--- src/rtl/lock_pkg.sv ---
// Shared types and width helpers for the door lock controller.
package lock_pkg;

   typedef enum logic [1:0] {
      LOCKED  = 2'd0,
      OPEN    = 2'd1,
      LOCKOUT = 2'd2
   } lock_state_t;

   // Bits needed to hold 0..max_val, never less than one.
   function automatic int unsigned cnt_width(input int unsigned max_val);
      return (max_val < 1) ? 1 : $clog2(max_val + 1);
   endfunction

   function automatic int unsigned max_u(input int unsigned a, input int unsigned b);
      return (a > b) ? a : b;
   endfunction

endpackage

--- src/rtl/cycle_timer.sv ---
// Loadable down counter that stops at zero; expire_c flags the last counted cycle.
module cycle_timer #(
   parameter int unsigned W = 8
) (
   input  logic         clk,
   input  logic         rst_n,
   input  logic         load,
   input  logic [W-1:0] value,
   output logic         expire_c
);

   logic [W-1:0] count;

   always_ff @(posedge clk or negedge rst_n) begin
      if (!rst_n)               count <= '0;
      else if (load)            count <= value;
      else if (count != '0)     count <= count - W'(1);
   end

   assign expire_c = (count == W'(1));

endmodule

--- src/rtl/lock_controller.sv ---
// Turns correct/incorrect passcode verdict pulses into unlock window, fail count and lockout alarm.
module lock_controller
   import lock_pkg::*;
#(
   parameter int unsigned UNLOCK_CYCLES  = 50,
   parameter int unsigned LOCKOUT_CYCLES = 100,
   parameter int unsigned MAX_FAIL       = 3
) (
   input  logic                             CLK,
   input  logic                             RST,
   input  logic                             P2,
   input  logic                             P1,
   output logic                             Unlock,
   output logic                             Alarm,
   output logic [cnt_width(MAX_FAIL)-1:0]   FailCnt
);

   localparam int unsigned FW = cnt_width(MAX_FAIL);
   localparam int unsigned TW = cnt_width(max_u(UNLOCK_CYCLES, LOCKOUT_CYCLES));

   localparam logic [FW-1:0] FAIL_LAST = FW'(MAX_FAIL - 1);
   localparam logic [FW-1:0] FAIL_MAX  = FW'(MAX_FAIL);
   localparam logic [TW-1:0] T_UNLOCK  = TW'(UNLOCK_CYCLES);
   localparam logic [TW-1:0] T_LOCKOUT = TW'(LOCKOUT_CYCLES);

   lock_state_t   state;
   lock_state_t   state_nxt;
   logic [FW-1:0] fail_nxt;
   logic          tmr_load;
   logic [TW-1:0] tmr_value;
   logic          expire_c;

   // Single timer serves both the unlock window and the lockout period.
   cycle_timer #(.W(TW)) u_timer (
      .clk      (CLK),
      .rst_n    (RST),
      .load     (tmr_load),
      .value    (tmr_value),
      .expire_c (expire_c)
   );

   // P1 wins over P2 everywhere, so a double press is always a failure.
   always_comb begin
      state_nxt = state;
      fail_nxt  = FailCnt;
      tmr_load  = 1'b0;
      tmr_value = '0;
      case (state)
         LOCKED: begin
            if (P1) begin
               if (FailCnt == FAIL_LAST) begin
                  state_nxt = LOCKOUT;
                  fail_nxt  = FAIL_MAX;
                  tmr_load  = 1'b1;
                  tmr_value = T_LOCKOUT;
               end else begin
                  fail_nxt = FailCnt + FW'(1);
               end
            end else if (P2) begin
               state_nxt = OPEN;
               fail_nxt  = '0;
               tmr_load  = 1'b1;
               tmr_value = T_UNLOCK;
            end
         end
         OPEN: begin
            if (P1) begin
               if (MAX_FAIL == 1) begin
                  state_nxt = LOCKOUT;
                  fail_nxt  = FAIL_MAX;
                  tmr_load  = 1'b1;
                  tmr_value = T_LOCKOUT;
               end else begin
                  state_nxt = LOCKED;
                  fail_nxt  = FW'(1);
               end
            end else if (P2) begin
               tmr_load  = 1'b1;
               tmr_value = T_UNLOCK;
            end else if (expire_c) begin
               state_nxt = LOCKED;
            end
         end
         LOCKOUT: begin
            if (expire_c) begin
               state_nxt = LOCKED;
               fail_nxt  = '0;
            end
         end
         default: begin
            state_nxt = LOCKED;
            fail_nxt  = '0;
         end
      endcase
   end

   // Indicators are registered alongside the state they decode.
   always_ff @(posedge CLK or negedge RST) begin
      if (!RST) begin
         state   <= LOCKED;
         FailCnt <= '0;
         Unlock  <= 1'b0;
         Alarm   <= 1'b0;
      end else begin
         state   <= state_nxt;
         FailCnt <= fail_nxt;
         Unlock  <= (state_nxt == OPEN);
         Alarm   <= (state_nxt == LOCKOUT);
      end
   end

endmodule

--- config.mk ---
export PLATFORM = sky130hd
export DESIGN_NAME = lock_controller
export DESIGN_NICKNAME = d
export VERILOG_FILES = /design/src/rtl/lock_pkg.sv /design/src/rtl/cycle_timer.sv /design/src/rtl/lock_controller.sv
export SDC_FILE = /design/constraint.sdc
export NUM_CORES = 1
export LEC_CHECK = 0
export CORE_AREA = 2 2 43 45
export CTS_BUF_LIST = sky130_fd_sc_hd__clkbuf_8
export DETAILED_ROUTE_END_ITERATION = 12
export DIE_AREA = 0 0 45 47
export GPL_TIMING_DRIVEN = 0
export PLACE_DENSITY = 0.72
export SETUP_SLACK_MARGIN = 0.15
export SLEW_MARGIN = 15
export SYNTH_ARGS = -nofsm -noshare
export SYNTH_HDL_FRONTEND = slang
export SYNTH_SLANG_ARGS = --single-unit
--- constraint.sdc ---
create_clock -name CLK -period 2 [get_ports CLK]
set_input_delay 0.6 -clock CLK [delete_from_list [all_inputs] [get_ports CLK]]
set_output_delay 0.6 -clock CLK [all_outputs]
set_load 0.01 [all_outputs]
==> run_summary.xml <==
<?xml version="1.0" encoding="UTF-8"?>
<metrics>
  <group name="run_status">
    <metric name="run_status" unit="">finished, final reports clean</metric>
  </group>
  <group name="global_route">
    <metric name="global_route_wire_length_before_repair" unit="µm">2210</metric>
    <metric name="global_route.overflow_total" unit="">0</metric>
    <metric name="grtUsageTotal" unit="">0.150</metric>
    <metric name="pin_count_of_the_biggest_net_entering_global_routing" unit="">14</metric>
    <metric name="grt_antenna_before_repair" unit="">0</metric>
    <metric name="grt_pass1_vias" unit="">516</metric>
  </group>
  <group name="sta">
    <metric name="clock_skew" unit="ns">0.00414</metric>
    <metric name="fmax" unit="MHz">558</metric>
    <metric name="hold_viol_final" unit="">0</metric>
    <metric name="worst-slew-pin-transition" unit="ns">0.562</metric>
    <metric name="slew_headroom" unit="">0.624</metric>
    <metric name="post-route-period-util" unit="">0.896</metric>
    <metric name="timing.final.setup_violations" unit="">0</metric>
    <metric name="final_max_slew_viol_count" unit="">0</metric>
    <metric name="rsz0062_at_grt" unit="">no</metric>
    <metric name="final.min_clock_period" unit="ns">1.79</metric>
  </group>
  <group name="synth">
    <metric name="synth-compound-area-share" unit="">0.238</metric>
    <metric name="post-synth-top-area-cell" unit="">sky130_fd_sc_hd__dfrtp_1</metric>
    <metric name="ys.warnings.count" unit="">0</metric>
    <metric name="most_numerous_cell_in_the_yosys_netlist" unit="">sky130_fd_sc_hd__dfrtp_1</metric>
    <metric name="post_synthesis_adder_cell_area_fraction" unit="">0.0522</metric>
    <metric name="synth_mux_area_frac" unit="">0.0139</metric>
    <metric name="synth_sequential_area_ratio" unit="">0.452</metric>
    <metric name="synth-simple-area-share" unit="">0.183</metric>
    <metric name="synth_area" unit="µm²">719</metric>
    <metric name="yosys.area_share.xor_xnor" unit="">0.0122</metric>
    <metric name="synthCells" unit="">73</metric>
    <metric name="postSynth.topFlopCell" unit="">sky130_fd_sc_hd__dfrtp_1</metric>
    <metric name="synth_commonest_cells" unit="">sky130_fd_sc_hd__dfrtp_1 (13), sky130_fd_sc_hd__inv_1 (6), sky130_fd_sc_hd__nand2b_1 (5)</metric>
    <metric name="synth_top_family_by_area" unit="">compound AO/OA/AOI/OAI gates</metric>
    <metric name="largest_cells_by_area_after_synthesis" unit="">sky130_fd_sc_hd__dfrtp_1 (45%), sky130_fd_sc_hd__ha_1 (5.2%), sky130_fd_sc_hd__nand2b_1 (4.3%)</metric>
    <metric name="yosysTopAreaCellShare" unit="">0.452</metric>
    <metric name="synthesis.area_per_instance" unit="µm²">9.86</metric>
    <metric name="synth_cell_type_count" unit="">34</metric>
    <metric name="synth-seq-cells" unit="">13</metric>
    <metric name="number_of_synthesized_flops_with_an_enable_pin" unit="">0</metric>
    <metric name="async_flop_share" unit="">1.00</metric>
    <metric name="mappedNetlistNets" unit="">80</metric>
  </group>
  <group name="setup_path">
    <metric name="crit_family" unit="">buffers and inverters</metric>
    <metric name="setup.worst_path.start_class" unit="">flip-flop</metric>
    <metric name="reg2reg_slack" unit="ns">0.29</metric>
    <metric name="timing.critical_path.from" unit="">FailCnt[0]</metric>
    <metric name="worstPathArrival" unit="ns">1.19</metric>
    <metric name="crit_path_max_incr_delay" unit="ns">0.56</metric>
    <metric name="critical_path_required" unit="ns">1.40</metric>
    <metric name="timing.rr.start" unit="">u_timer.count[0]</metric>
    <metric name="worst-path-max-fanout" unit="">4</metric>
    <metric name="cp-end-kind" unit="">output pin</metric>
    <metric name="number_of_buffers_and_inverters_on_the_critical_path" unit="">1</metric>
    <metric name="setup.worst_path.class" unit="">flip-flop to output pin</metric>
    <metric name="path_cells" unit="">clkdlybuf4s50_1</metric>
    <metric name="crit_slowest_cell" unit="">sky130_fd_sc_hd__clkdlybuf4s50_1</metric>
  </group>
  <group name="routing">
    <metric name="routed.top_layer" unit="">met4</metric>
    <metric name="routed_wire_length_per_instance" unit="µm">13.6</metric>
    <metric name="routed-wl-met2" unit="µm">683</metric>
    <metric name="drcViolationCount" unit="">0</metric>
    <metric name="postRouteAntennaNets" unit="">0</metric>
    <metric name="postRouteWirelength" unit="µm">1380</metric>
    <metric name="viasPerCell" unit="">5.62</metric>
    <metric name="met3WireLength" unit="µm">15</metric>
    <metric name="first_pass_iters" unit="">3</metric>
    <metric name="via_count" unit="">568</metric>
    <metric name="drt_iter0_markers" unit="">13</metric>
    <metric name="wl_met1" unit="µm">657</metric>
  </group>
  <group name="place">
    <metric name="place_hpwl" unit="µm">995</metric>
    <metric name="gp_congestion" unit="">0.718</metric>
    <metric name="io_buffers" unit="">7</metric>
  </group>
  <group name="cells_and_area">
    <metric name="syn_to_final_growth" unit="%">19.5</metric>
    <metric name="multi_input_comb_area" unit="µm²">362</metric>
    <metric name="final_net_count" unit="">92</metric>
    <metric name="num-fill-cells" unit="">159</metric>
    <metric name="layout-drive-gt1-share" unit="">0.119</metric>
    <metric name="final_util" unit="">0.520</metric>
    <metric name="antenna_cells_inserted" unit="">0</metric>
    <metric name="seqCellArea" unit="µm²">325</metric>
  </group>
  <group name="die">
    <metric name="starting_density_of_the_core" unit="">0.436</metric>
    <metric name="die_width" unit="µm">45</metric>
    <metric name="io_pins" unit="">8</metric>
    <metric name="die_y" unit="µm">47</metric>
    <metric name="std_cell_rows" unit="">15</metric>
    <metric name="core_area" unit="µm²">1650</metric>
    <metric name="dieArea" unit="µm²">2120</metric>
  </group>
  <group name="clocking">
    <metric name="clk_path_buf_depth" unit="">2</metric>
    <metric name="clock_tree.htree_level_count" unit="">1</metric>
    <metric name="ctsResizeCount" unit="">0</metric>
    <metric name="tritoncts_num_sinks" unit="">13</metric>
    <metric name="cts-hold-fix-buffers" unit="">0</metric>
    <metric name="post-cts-setup-buffer-count" unit="">0</metric>
    <metric name="clkTransAtPathRegs" unit="ns">0.06</metric>
    <metric name="cts_made_buffers" unit="">3</metric>
    <metric name="root_buffer" unit="">sky130_fd_sc_hd__clkbuf_8</metric>
    <metric name="clkLatencyLatePin" unit="ns">0.24</metric>
    <metric name="cts_tree" unit="">yes</metric>
  </group>
  <group name="hold_path">
    <metric name="holdCritPathClass" unit="">flip-flop to flip-flop</metric>
    <metric name="hold_start" unit="">u_timer.count[6]</metric>
  </group>
  <group name="power">
    <metric name="vdd_ir_drop_max" unit="µV">719</metric>
    <metric name="power-per-cell-area" unit="nW/µm²">1450</metric>
    <metric name="power" unit="µW">1240</metric>
    <metric name="leakage" unit="µW">0.000364</metric>
  </group>
  <group name="flow_run">
    <metric name="max-cap-violations" unit="">0</metric>
  </group>
</metrics>
-- power breakdown --
group	internal, µW	switching, µW
Clock	135	87.9
Sequential	373	115
Combinational	277	255
Total	785	457
-- per-layer routing --
| layer | up-vias | global-route usage |
|---|---|---|
| li1 | 289 | - |
| met2 | 3 | 0.237 |
| met4 | 0 | 0.0941 |
| met3 | 2 | 0.0346 |
| met1 | 274 | 0.187 |
| met5 | - | 0 |
-- cell usage in the layout (no fill, tap or decap), types with 2 or more instances in the layout --
| cell type | n |
|---|---|
| sky130_fd_sc_hd__dfrtp_1 | 13 |
| sky130_fd_sc_hd__inv_1 | 7 |
| sky130_fd_sc_hd__clkdlybuf4s50_1 | 7 |
| sky130_fd_sc_hd__nand2b_1 | 5 |
| sky130_fd_sc_hd__nor3_1 | 4 |
| sky130_fd_sc_hd__o21bai_1 | 3 |
| sky130_fd_sc_hd__nand2_1 | 3 |
| sky130_fd_sc_hd__ha_1 | 3 |
| sky130_fd_sc_hd__clkbuf_8 | 3 |
| sky130_fd_sc_hd__or4_1 | 2 |
| sky130_fd_sc_hd__a211oi_1 | 2 |
| sky130_fd_sc_hd__a21oi_1 | 2 |
| sky130_fd_sc_hd__nor3b_1 | 2 |
| sky130_fd_sc_hd__nor4_1 | 2 |
| sky130_fd_sc_hd__o21ai_0 | 2 |
| sky130_fd_sc_hd__o21a_1 | 2 |
| sky130_fd_sc_hd__o22ai_1 | 2 |
-- final timing paths --
kind / endpoint / cells past startpoint
setup / recovery: FailCnt[0] / 1
hold / removal: u_timer.count[6] / 1
setup reg to reg: u_timer.count[6] / 6
hold reg to reg: u_timer.count[6] / 1
max in group asynchronous: Unlock / 1
min in group asynchronous: u_timer.count[1] / 1
-- kinds of logic after synthesis --
group	count (synthesis)
compound gates	23
simple gates	23
flops	13
buf+inv	9
fa+ha+maj	3
xor+xnor	1
mux	1
-- metrics by stage --
step                worst slack (ns)  cells  TNS [ns]  hold slack [ns]  area [µm²]
floorplan                      0.420     73         0            0.304         719
global placement            -0.00528     97  -0.00528            0.545         811
detailed placement           -0.0219     97   -0.0289            0.552         811
CTS                            0.203    101         0            0.565         856
global route                   0.162    101         0            0.597         860
finish                         0.208    101         0            0.574         860
-- layout make-up --
class	count	share of cell area
Multi-Input combinational cell	51	0.421
Sequential cell	13	0.378
Timing Repair Buffer	7	0.0815
Clock buffer	3	0.0480
Inverter	6	0.0262
Tap cell	17	0.0247
Buffer	3	0.0160
Clock inverter	1	0.00437
-- sequential cells by signal, indices dropped and copies added, names as in the netlist --
| signal | count |
|---|---|
| Alarm | 1 |
| state | 2 |
| FailCnt | 2 |
| Unlock | 1 |
| u_timer.count | 7 |
(Power assumes the default switching activity.)
